<file path="src/rtl/lsu_pkg.sv">
// Shared types for the load/store unit: access-size encodings, FSM states
// and the alignment rule used by the optional misalignment check.
package lsu_pkg;

  localparam int unsigned XLEN = 32;

  localparam logic [1:0] SZ_B = 2'b00;
  localparam logic [1:0] SZ_H = 2'b01;
  localparam logic [1:0] SZ_W = 2'b10;

  typedef enum logic [1:0] {
    S_IDLE   = 2'd0,
    S_REQ    = 2'd1,
    S_WAIT_R = 2'd2,
    S_RESP   = 2'd3
  } lsu_state_e;

  // Halves need an even address, words (and the reserved size) a word address.
  function automatic logic is_misaligned(input logic [1:0] size, input logic [1:0] addr_lo);
    case (size)
      SZ_B:    return 1'b0;
      SZ_H:    return addr_lo[0];
      default: return (addr_lo != 2'b00);
    endcase
  endfunction

endpackage

</file>
<file path="src/rtl/lsu_align.sv">
// Byte-lane steering: store strobes and replication, load shift and extend.
// Size 2'b11 falls through to word handling.
module lsu_align
  import lsu_pkg::*;
(
  input  logic [1:0]      size_i,
  input  logic [1:0]      addr_lo_i,
  input  logic            unsigned_i,
  input  logic [XLEN-1:0] wdata_i,
  input  logic [XLEN-1:0] rdata_i,
  output logic [3:0]      wstrb_o,
  output logic [XLEN-1:0] wdata_o,
  output logic [XLEN-1:0] rdata_o
);

  logic [15:0] sh;

  // Lane selection by access size and the low address bits.
  always_comb begin
    wstrb_o = 4'b1111;
    wdata_o = wdata_i;
    rdata_o = rdata_i;
    sh      = '0;
    case (size_i)
      SZ_B: begin
        wstrb_o = 4'b0001 << addr_lo_i;
        wdata_o = {4{wdata_i[7:0]}};
        sh      = 16'(rdata_i >> {addr_lo_i, 3'b000});
        rdata_o = {{24{~unsigned_i & sh[7]}}, sh[7:0]};
      end
      SZ_H: begin
        wstrb_o = 4'b0011 << {addr_lo_i[1], 1'b0};
        wdata_o = {2{wdata_i[15:0]}};
        sh      = 16'(rdata_i >> {addr_lo_i[1], 4'b0000});
        rdata_o = {{16{~unsigned_i & sh[15]}}, sh};
      end
      default: ;
    endcase
  end

endmodule

</file>
<file path="src/rtl/load_store_unit.sv">
// Single-outstanding load/store unit between execute, memory and writeback.
// Optional: define LSU_MISALIGN_CHECK_EN to add misalign_err and reject
// misaligned halves/words without touching memory.
module load_store_unit
  import lsu_pkg::*;
#(
  parameter int unsigned DATA_LEN = 32
) (
  input  logic                clk,
  input  logic                rst,
  input  logic                req_valid,
  output logic                req_ready,
  input  logic [DATA_LEN-1:0] req_addr,
  input  logic [DATA_LEN-1:0] req_wdata,
  input  logic                req_wen,
  input  logic [1:0]          req_size,
  input  logic                req_unsigned,
  input  logic [4:0]          req_rd,
  output logic                mem_valid,
  input  logic                mem_ready,
  output logic [DATA_LEN-1:0] mem_addr,
  output logic                mem_wen,
  output logic [DATA_LEN-1:0] mem_wdata,
  output logic [3:0]          mem_wstrb,
  input  logic                mem_rvalid,
  input  logic [DATA_LEN-1:0] mem_rdata,
  output logic                wb_valid,
  input  logic                wb_ready,
  output logic                wb_dest_wen,
  output logic [4:0]          wb_rd,
  output logic [DATA_LEN-1:0] wb_data
`ifdef LSU_MISALIGN_CHECK_EN
  ,
  output logic                misalign_err
`endif
);

  lsu_state_e          state_q, state_d;
  logic [DATA_LEN-1:0] addr_q;
  logic                wen_q;
  logic [1:0]          size_q;
  logic                unsigned_q;
  logic [4:0]          rd_q;
  logic [DATA_LEN-1:0] mem_wdata_q;
  logic [3:0]          mem_wstrb_q;
  logic [DATA_LEN-1:0] wb_data_q;
  logic                dest_wen_q;
  logic                req_ready_q, mem_valid_q, wb_valid_q;
  logic                accept, capture, misalign;
  logic [1:0]          al_size, al_addr_lo;
  logic [3:0]          al_wstrb;
  logic [DATA_LEN-1:0] al_wdata, al_rdata;

  // The aligner sees the incoming request in IDLE and the latched one after.
  assign al_size    = (state_q == S_IDLE) ? req_size      : size_q;
  assign al_addr_lo = (state_q == S_IDLE) ? req_addr[1:0] : addr_q[1:0];

  lsu_align u_align (
    .size_i    (al_size),
    .addr_lo_i (al_addr_lo),
    .unsigned_i(unsigned_q),
    .wdata_i   (req_wdata),
    .rdata_i   (mem_rdata),
    .wstrb_o   (al_wstrb),
    .wdata_o   (al_wdata),
    .rdata_o   (al_rdata)
  );

`ifdef LSU_MISALIGN_CHECK_EN
  assign misalign = is_misaligned(req_size, req_addr[1:0]);
`else
  assign misalign = 1'b0;
`endif

  // Next-state logic; rvalid only matters in WAIT_R.
  always_comb begin
    state_d = state_q;
    accept  = 1'b0;
    capture = 1'b0;
    case (state_q)
      S_IDLE: if (req_valid) begin
        accept  = 1'b1;
        state_d = misalign ? S_RESP : S_REQ;
      end
      S_REQ:    if (mem_ready) state_d = wen_q ? S_RESP : S_WAIT_R;
      S_WAIT_R: if (mem_rvalid) begin
        capture = 1'b1;
        state_d = S_RESP;
      end
      S_RESP:   if (wb_ready) state_d = S_IDLE;
      default:  state_d = S_IDLE;
    endcase
  end

  // State, handshake flags and latched transaction fields.
  always_ff @(posedge clk or posedge rst) begin
    if (rst) begin
      state_q     <= S_IDLE;
      req_ready_q <= 1'b1;
      mem_valid_q <= 1'b0;
      wb_valid_q  <= 1'b0;
      addr_q      <= '0;
      wen_q       <= 1'b0;
      size_q      <= 2'b00;
      unsigned_q  <= 1'b0;
      rd_q        <= 5'd0;
      mem_wdata_q <= '0;
      mem_wstrb_q <= 4'b0000;
      wb_data_q   <= '0;
      dest_wen_q  <= 1'b0;
    end else begin
      state_q     <= state_d;
      req_ready_q <= (state_d == S_IDLE);
      mem_valid_q <= (state_d == S_REQ);
      wb_valid_q  <= (state_d == S_RESP);
      if (accept) begin
        addr_q      <= req_addr;
        wen_q       <= req_wen;
        size_q      <= req_size;
        unsigned_q  <= req_unsigned;
        rd_q        <= req_rd;
        mem_wdata_q <= req_wen ? al_wdata : '0;
        mem_wstrb_q <= req_wen ? al_wstrb : 4'b0000;
        wb_data_q   <= '0;
        dest_wen_q  <= ~req_wen & ~misalign;
      end
      if (capture) wb_data_q <= al_rdata;
    end
  end

`ifdef LSU_MISALIGN_CHECK_EN
  logic err_q;

  // Error flag lives for exactly the RESP of a rejected access.
  always_ff @(posedge clk or posedge rst) begin
    if (rst)                   err_q <= 1'b0;
    else if (accept)           err_q <= misalign;
    else if (state_d == S_IDLE) err_q <= 1'b0;
  end

  assign misalign_err = err_q;
`endif

  assign req_ready   = req_ready_q;
  assign mem_valid   = mem_valid_q;
  assign mem_addr    = {addr_q[DATA_LEN-1:2], 2'b00};
  assign mem_wen     = wen_q;
  assign mem_wdata   = mem_wdata_q;
  assign mem_wstrb   = mem_wstrb_q;
  assign wb_valid    = wb_valid_q;
  assign wb_dest_wen = dest_wen_q;
  assign wb_rd       = rd_q;
  assign wb_data     = wb_data_q;

endmodule

</file>
<file path="config.mk">
export PLATFORM = sky130hd
export DESIGN_NAME = load_store_unit
export DESIGN_NICKNAME = d
export VERILOG_FILES = /design/src/rtl/lsu_pkg.sv /design/src/rtl/lsu_align.sv /design/src/rtl/load_store_unit.sv
export SDC_FILE = /design/constraint.sdc
export NUM_CORES = 1
export LEC_CHECK = 0
export ABC_AREA = 1
export CORE_MARGIN = 2
export CORE_UTILIZATION = 40
export CTS_CLUSTER_DIAMETER = 40
export DETAILED_ROUTE_END_ITERATION = 16
export PLACE_DENSITY = 0.79
export SETUP_SLACK_MARGIN = 0.02
export SYNTH_ARGS = -nofsm -noshare
export SYNTH_HDL_FRONTEND = slang
export SYNTH_SLANG_ARGS = --single-unit
</file>
<file path="constraint.sdc">
create_clock -name clk -period 3.2 [get_ports clk]
set_input_delay 0.32 -clock clk [delete_from_list [all_inputs] [get_ports clk]]
set_output_delay 0.32 -clock clk [all_outputs]
set_load 0.03 [all_outputs]
</file>
Word-level counts from Yosys, hierarchy flattened
Index checks and enable logic that the tools add are counted.
{ "totals": {"wordCells": 50, "register_bits": 115, "output_inout_bits": 110, "in_bits": 111} }
{ "classes": {"bitwise_logic": 4, "n_reduce_logical": 4, "shift": 4, "n_eq_ne": 6, "mux": 19} }
{ "ops": {"columns": ["operator", "n"], "rows": [
  ["$pmux 32 s2", 2],
  ["$mux 32", 3],
  ["$shr 32x5->16", 1],
  ["$shr 32x5->8", 1],
  ["$mux 2", 6],
  ["$pmux 2 s4", 1],
  ["$pmux 4 s2", 1],
  ["$eq 2x1->1 const B", 3],
  ["$eq 2x2->1 const B", 3],
  ["$logic_not 2->1", 3],
  ["$mux 1", 5],
  ["$mux 4", 1],
  ["$shl 1x2->4 const A", 1],
  ["$shl 2x2->4 const A", 1],
  ["$and 1x1->1", 2],
  ["$not 1->1", 2],
  ["$reduce_bool 2->1", 1]
]} }

Longest topological paths before layout
Gate-level depths: netlist (run 1).
{ "depth": {"word_depth": 6, "mapped_depth": 12, "mapped_depth_nobuf": 11} }

Modules after synthesis
Synthesis (run 1) repeated with hierarchy kept, for this count alone.
{ "hier_totals": {"cells_unflattened": 770, "area_unflattened_um2": 5849.4} }
{ "modules_own_cells": {"columns": ["module", "area_per_inst_um2", "cells_per_inst", "seq_area_each_um2", "n_inst"], "rows": [
  ["load_store_unit", 4758.3, 540, 2879.0, 1],
  ["lsu_align", 1091.0, 230, 0.0, 1]
]} }

Worst setup path before layout (run 1)
No wires, ideal clock.
{ "synth_timing": {"path_kind": "register -> register", "start": "reg state_q[1]", "end": "reg wb_data_q[15], in the netlist wb_data[15]", "slack_ps": 1541, "arrival_time_ps": 1543, "setup_ps": 117, "path_stages_with_launch": 12, "synth_period_minus_slack_ps": 1659, "n_path_buf": 1, "required_ps": 3083, "cell_sequence": "dfrtp_1 > nor2_4 > nand2_2 > nand2_2 > nand2_1 > nand2_1 > nand2_2 > nand4_4 > nand2_4 > buf_8 > nand3_2 > nand2_1"} }
{ "synth_via": {"elab_chain_cells": 6, "word_cells_on_any_way": 14, "cone_classes": "eq/ne: 2; shift: 2; mux: 6; bitwise: 1; reduce/logical: 3"} }
{ "synth_lines": {"columns": ["element", "line", "rtl"], "rows": [
  ["start, declared", "load_store_unit.sv:38", "lsu_state_e state_q, state_d;"],
  ["start signal, assigned", "load_store_unit.sv:112", "state_q <= state_d;"],
  ["$logic_not 2->1", "load_store_unit.sv:55, load_store_unit.sv:56, load_store_unit.sv:80", null],
  ["$mux 2", "load_store_unit.sv:56", "assign al_addr_lo = (state_q == S_IDLE) ? req_addr[1:0] : addr_q[1:0];"],
  ["$shr 32x5->8", "lsu_align.sv:28", "sh = 16'(rdata_i >> {addr_lo_i, 3'b000});"],
  ["$and 1x1->1", "lsu_align.sv:29", "rdata_o = {{24{~unsigned_i & sh[7]}}, sh[7:0]};"],
  ["$pmux 32 s2", "lsu_align.sv:24", "case (size_i)"],
  ["$mux 32", "load_store_unit.sv:127", "if (capture) wb_data_q <= al_rdata;"],
  ["end signal, assigned", "load_store_unit.sv:127", null],
  ["end, declared", "load_store_unit.sv:46", "logic [DATA_LEN-1:0] wb_data_q;"]
]} }
Several ways; a longest one is shown, not always the timed one.
A chain may end at the register's enable or synchronous reset.

Worst setup path in the final report (run 1)
{ "layout_timing": {"start": "reg state_q[0]", "end": "reg mem_wdata_q[11], in the netlist mem_wdata[11]"} }
{ "layout_via": {"elab_chain_cells": 5, "word_cells_on_any_way": 7, "cone_classes": "eq/ne: 1; mux: 4; reduce/logical: 2"} }
{ "layout_lines": {"columns": ["element", "line", "rtl"], "rows": [
  ["$logic_not 2->1 (*)", "load_store_unit.sv:55, load_store_unit.sv:80", null],
  ["$mux 2", "load_store_unit.sv:55", "assign al_size = (state_q == S_IDLE) ? req_size : size_q;"],
  ["$eq 2x1->1 or $logic_not 2->1 (tied branches)", null, null],
  ["$pmux 32 s2", "lsu_align.sv:24", null],
  ["$mux 32", "load_store_unit.sv:122", "mem_wdata_q <= req_wen ? al_wdata : '0;"],
  ["end signal, assigned", "load_store_unit.sv:122", null],
  ["end, declared", "load_store_unit.sv:44", "logic [DATA_LEN-1:0] mem_wdata_q;"]
]} }
Every way passes the cells marked *; elsewhere a longest branch is shown, timed or not.

==> results of run 1 <==
[logic make-up after synthesis]
logic type,share of synthesized area
AND/OR/NAND/NOR,0.268
AO/OA/AOI/OAI,0.127
buffers and inverters,0.106
flip-flops,0.499
other,0.000649
[layout make-up]
| type | count | area (sq um) | area share |
|---|---|---|---|
| sequential | 115 | 2880 | 0.340 |
| multi-input combinational | 496 | 2290 | 0.270 |
| timing repair buffer | 226 | 2250 | 0.266 |
| clock buffer | 17 | 425 | 0.0502 |
| tap | 180 | 225 | 0.0266 |
| inverter | 58 | 221 | 0.0261 |
| clock inverter | 15 | 181 | 0.0214 |
[placed cells by master, fill, tap and decap left out, types with 2 or more instances in the layout]
master	count
nor2_2	2
clkbuf_16	17
nand3_1	27
o21ai_0	77
clkinv_4	3
nand3_2	10
a22o_1	8
clkinvlp_4	6
bufinv_16	3
nand2_2	7
a21oi_1	9
inv_2	3
nand2_4	2
inv_6	2
o21ai_1	15
clkdlybuf4s50_1	218
o21ai_4	2
conb_1	2
o21ai_2	2
o21a_1	4
nor2_4	3
nor2_1	31
dfrtp_1	114
clkinv_2	2
o22ai_1	8
nand2_1	283
inv_1	54
buf_4	7
[routing by layer]
metal | wire, um | share of wire
met1 | 7220 | 0.42
met2 | 8230 | 0.48
met3 | 1260 | 0.073
met4 | 478 | 0.028
met5 | 0 | 0
[per-stage QoR]
| step | util | area, sq um | power, mW |
|---|---|---|---|
| after floorplan | - | 5780 | 5.94 |
| after global placement | 0.563 | 7870 | 7.44 |
| after detailed placement | 0.563 | 7870 | 7.52 |
| after CTS | 0.606 | 8480 | 9.52 |
| after global routing | 0.606 | 8480 | 10.1 |
| final | 0.606 | 8480 | 9.47 |
[worst max path at each step]
stage	startpoint	to	cells after the start
global route	state_q[1]	wb_data[3]	12
detailed placement	req_valid	mem_wstrb[3]	7
CTS	state_q[0]	mem_wdata[11]	7
finish	state_q[0]	mem_wdata[11]	7
global placement	req_valid	mem_wstrb[3]	7
floorplan	rst	addr_q[0]	1
[state kept, by name (all words and copies together), names as in the netlist]
| register | cells |
|---|---|
| req_ready | 1 |
| wb_dest_wen | 1 |
| mem_wdata | 32 |
| addr_q | 32 |
| mem_wen | 1 |
| size_q | 2 |
| wb_data | 32 |
| wb_rd | 5 |
| wb_valid | 1 |
| mem_wstrb | 4 |
| unsigned_q | 1 |
| mem_valid | 1 |
| state_q | 2 |
[critical path: cells and delay by family (launching register included)]
kind | cells | cell delay (ns)
buffers and inverters | 2 | 0.76
and+or+nand+nor | 3 | 0.53
AOI/OAI and AO/OA | 2 | 0.46
DFF | 1 | 0.43
[power by group]
part | internal [mW] | switching [mW]
logic | 1.83 | 3.28
clock network | 1.23 | 0.719
registers | 2.07 | 0.347
==> summary.txt, run 1 <==
Logic synthesis
  • Total number of yosys warnings: 0
  • Cell variety after synth: 30
  • Top_reg_cell synth: dfrtp_1
  • Asr flop ratio synth: 1.00
  • Synth Register Bits: 115
  • Mean post-synth cell area: 7.88 sq um
  • Top post-synthesis cells by area: dfrtp_1 49%, nand2_1 18%, o21ai_0 6.7%
  • Share of the synthesized area in the top cell type: 0.494
  • Post-synth EDFFs: 0
  • Cell Area, Synth: 5770 sq um
  • Synth Instances: 733
  • Top post-synthesis cells by count: 283 x nand2_1, 114 x dfrtp_1, 77 x o21ai_0
  • Register area share after synthesis: 0.499
  • Largest area contributor in the netlist: dfrtp_1
  • Count leader, synth: nand2_1

Run status
  • Status: complete, no violations

Min path
  • Hold crit path type: in -> async

Floorplan
  • Die ar.: 15400 sq um
  • Core box area: 14000 sq um
  • # rows: 43
  • DIE HEIGHT: 124 um
  • Num ports: 221
  • Die W: 124 um
  • Initial core utilization: 0.413

Timing
  • Maximum clock frequency: 435 MHz
  • Endpoints failing setup: 0
  • Final Critical Period: 2.30 ns
  • Fin Hold WS: 0.171 ns
  • PnR worst setup slack: 0.902 ns
  • Relative slew margins: 0.350
  • Final Skew: 0.00928 ns
  • Period utilisation layout: 0.718
  • Setup TNS after final layout: 0 ns
  • RSZ-0062 raised after global routing: false
  • Least-Margin Pin Slew: 0.973 ns
  • Final-report max-slew violation count: 0
  • Final Hold Fails: 0

GRT
  • Total track usage: 0.228
  • M3 GR Usage: 0.0472
  • Vias in the first global route: 5187
  • Met1 GRT Util: 0.292
  • First-pass GRT wire length: 26700 um
  • Grt peak-use layer: met2
  • Antenna violations before repair: 0
  • Gr ovfl total: 0
  • Global-route met2 utilization: 0.369
  • Largest net degree at the start of global routing: 77

Final layout
  • Layout Nets: 1025
  • Antenna Cells: 0
  • Layout area overhead: 46.8%
  • Final Instance Count excl. Fillers: 1107
  • Filler cells: 1236
  • Layout cell share with drive strength beyond 1: 0.0820

Setup path
  • Critical Path RT: 3.51 ns
  • R2R depth: 7
  • CP Launch Type: flip-flop
  • Critical setup path kind: reg -> reg
  • Worst Setup End Kind: flip-flop
  • Cells along the critical path: inv_2 > nand2_4 > nor2_4 > nand2_1 > inv_1 > o21ai_0 > o21ai_0
  • Max FO, Critical Path: 32
  • R2R setup slack: 0.90 ns
  • R2R Path End: mem_wdata[11]
  • FF-to-FF Start: state_q[0]
  • Worst Path Arrival: 2.61 ns
  • CP max-delay cell: inv_1
  • Crit-path max cell delay: 0.64 ns
  • Critical path's most frequent cell: o21ai_0

CTS
  • # Post-CTS Setup Buffers: 0
  • Total CTS buffers: 17
  • H-tree levels: 4
  • Hold bufs inserted after CTS: 0
  • Clock root cell: clkbuf_16
  • Clock tree from TritonCTS: yes
  • Resize count post-CTS: 0
  • CTS Buffer Depth: 2
  • Clk sink count: 115
  • Clock latency on the worst-skew pair: 0.42 ns
  • Clock-pin slew on the worst setup and hold paths: 0.06 ns

Drt
  • Vias per cell: 4.91
  • Drt wl/cell: 15.5 um
  • Routed Antenna Nets: 0
  • DRT iter0 DRCs: 305
  • Drt first pass iters: 4
  • Via count: 5434
  • DR DRC count: 0
  • WL final: 17200 um

Placed design
  • Pre-CTS setup slack: 0.775 ns
  • Detailed Place HPWL: 12100 um
  • Placed insts: 1075
  • IO Port Bufs: 218
  • Final GP Congestion: 0.880

Pwr
  • PwrDens: 1120 nW/um^2
  • Leakage: 4.04 nW
  • Worst VDD drop: 473 uV

Job
  • Max-cap violations: 0
No activity file was read; power rests on OpenSTA's default activity.
==> inputs of run 2 (changes only) <==
- clock period: 3.2 -> 2 ns (I/O delays scaled with it)
==> run 2 against run 1 <==
Highest routed layer unchanged; critical endpoint is now wb_data[21]; routed wire length is 1.7% higher; largest cell class unchanged; largest power group unchanged; clock power is 50% higher; via count is 2.0% higher.
==> summary.txt, run 2 (synthesized netlist as in run 1, its figures left out) <==
Final layout
  • Commonest non-fill, non-tap cells in the layout: 283 x nand2_1, 218 x clkdlybuf4s50_1, 113 x dfrtp_1
  • Layout area overhead: 50.1%
  • Core Util, Final: 0.620
  • Filler cells: 1205
  • Sequential cell area: 2880 sq um
  • Antenna Cells: 0
  • Layout cell share with drive strength beyond 1: 0.102
  • Commonest non-fill, non-tap cell in the layout: nand2_1
  • Multi-input logic area: 2330 sq um
  • Layout Nets: 1043

Setup path
  • Worst Path Arrival: 2.16 ns
  • Worst Setup End Kind: flip-flop
  • Cell family with most CP delay: simple AND/OR/NAND/NOR gates
  • FF-to-FF Start: state_q[1]
  • Critical path's most frequent cell: nand2_1
  • CP Launch Point: state_q[1]
  • Crit path buffers/inverters: 1
  • CP Launch Type: flip-flop
  • Max FO, Critical Path: 8
  • CP max-delay cell: dfrtp_1
  • Cells along the critical path: nor2_4 > buf_12 > nand2_1 > nand2_1 > nand2_1 > a31oi_4 > nand2_8 > nand3_2 > nand2_1
  • Crit-path max cell delay: 0.45 ns
  • Critical Path RT: 2.30 ns
  • Critical setup path kind: reg -> reg

CTS
  • Clk sink count: 115
  • Clock-pin slew on the worst setup and hold paths: 0.06 ns
  • Total CTS buffers: 17
  • Clock root cell: clkbuf_16
  • Clock tree from TritonCTS: yes
  • CTS Buffer Depth: 2
  • H-tree levels: 4
  • Clock latency on the worst-skew pair: 0.41 ns

Floorplan
  • Initial core utilization: 0.413
  • Die W: 124 um
  • Die ar.: 15400 sq um
  • Core box area: 14000 sq um
  • # rows: 43
  • Num ports: 221
  • DIE HEIGHT: 124 um

Pwr
  • Cell-internal power: 8.45 mW
  • Combinational Power Share: 0.568
  • Sw Share: 0.460
  • Leakage: 4.13 nW
  • Share of power burned in registers: 0.245
  • Worst VDD drop: 735 uV
  • PwrDens: 1800 nW/um^2
  • Clk pwr share: 0.187
  • P_sw: 7.19 mW

GRT
  • Largest net degree at the start of global routing: 77
  • First-pass GRT wire length: 26300 um
  • Total track usage: 0.225
  • Gr ovfl total: 0
  • Antenna violations before repair: 0
  • Vias in the first global route: 5060

Run status
  • Status: complete, no violations

Timing
  • Relative slew margins: 0.642
  • Final-report max-slew violation count: 0
  • Maximum clock frequency: 537 MHz
  • Endpoints failing setup: 0
  • Least-Margin Pin Slew: 0.532 ns
  • RSZ-0062 raised after global routing: false
  • Final Hold Fails: 0
  • Period utilisation layout: 0.931
  • Final Critical Period: 1.86 ns
  • Final Skew: 0.00506 ns
  • Setup TNS after final layout: 0 ns

Drt
  • Top layer in use: met4
  • Met1 WL: 7570 um
  • Drt wl/cell: 15.6 um
  • Drt first pass iters: 7
  • Routed Antenna Nets: 0
  • DR DRC count: 0
  • DRT iter0 DRCs: 522
  • Met3 wire length: 1340 um
  • Vias per cell: 4.93
  • Via count: 5542
  • Metal2 WL: 8170 um
  • WL final: 17500 um

Placed design
  • IO Port Bufs: 218
  • Detailed Place HPWL: 12200 um
  • Final GP Congestion: 0.937

Job
  • Max-cap violations: 0

Min path
  • Hold crit path type: in -> async
==> run 2: per-layer routing <==
layer  up-vias  GRT usage
met5         -          0
met4         0     0.0997
met3        37     0.0540
met2       253      0.355
met1      2555      0.295
li1       2697          -
==> run 2: path summary, 6_finish.rpt <==
check	endpoint	slack [ns]	cells after the start
setup / recovery	wb_data[21]	0.14	9
hold / removal	wb_data[28]	0.27	3
setup reg to reg	wb_data[21]	0.14	9
hold reg to reg	addr_q[14]	0.47	2
max in group asynchronous	req_ready	1.31	3
min in group clk	addr_q[28]	0.32	3
==> run 2: stage by stage <==
step	cell area, sq um	power, mW	instances	setup WS [ns]	hold slack [ns]
2_1_floorplan	5780	9.50	734	0.341	0.317
3_3_place_gp	7960	12.1	1084	0.126	0.453
3_5_place_dp	7960	12.2	1084	0.0701	0.458
4_1_cts	8540	15.2	1116	0.0887	0.278
5_1_grt	8670	16.6	1125	0.00442	0.291
6_report	8670	15.6	1125	0.137	0.267
==> run 2: area by class of cell <==
type / count / area share
clock inverters: 13 / 0.0146
inverters: 58 / 0.0260
repair inverters: 1 / 0.000866
well taps: 180 / 0.0260
multi-input cells: 497 / 0.268
clock buffers: 19 / 0.0522
flip-flops and latches: 115 / 0.332
repair buffers: 242 / 0.280
==> run 2: what timing repair did <==
action                                  in CTS  in global routing
endpoints found under the setup margin       0                 33
buffers inserted                             0                  7
hold endpoints to repair                     0                  0
hold buffers                                 0                  0
resized for setup                            0                  6
==> run 2: power by group through the flow <==
stage / clock network [mW] / logic, mW / registers, mW
after detailed placement: 0 / 8.37 / 3.85
after global routing: 3.10 / 9.59 / 3.95
after floorplan: 0 / 4.51 / 4.99
final: 2.92 / 8.89 / 3.83
after CTS: 2.98 / 8.42 / 3.83
after global placement: 0 / 8.28 / 3.83
==> run 2: worst reg2reg max path: cells and delay by family (launching register included) <==
family / cells / cell delay (ns)
AND/OR/NAND/NOR: 7 / 0.81
buffers and inverters: 1 / 0.14
AO/OA/AOI/OAI: 1 / 0.35
flip-flops: 1 / 0.45
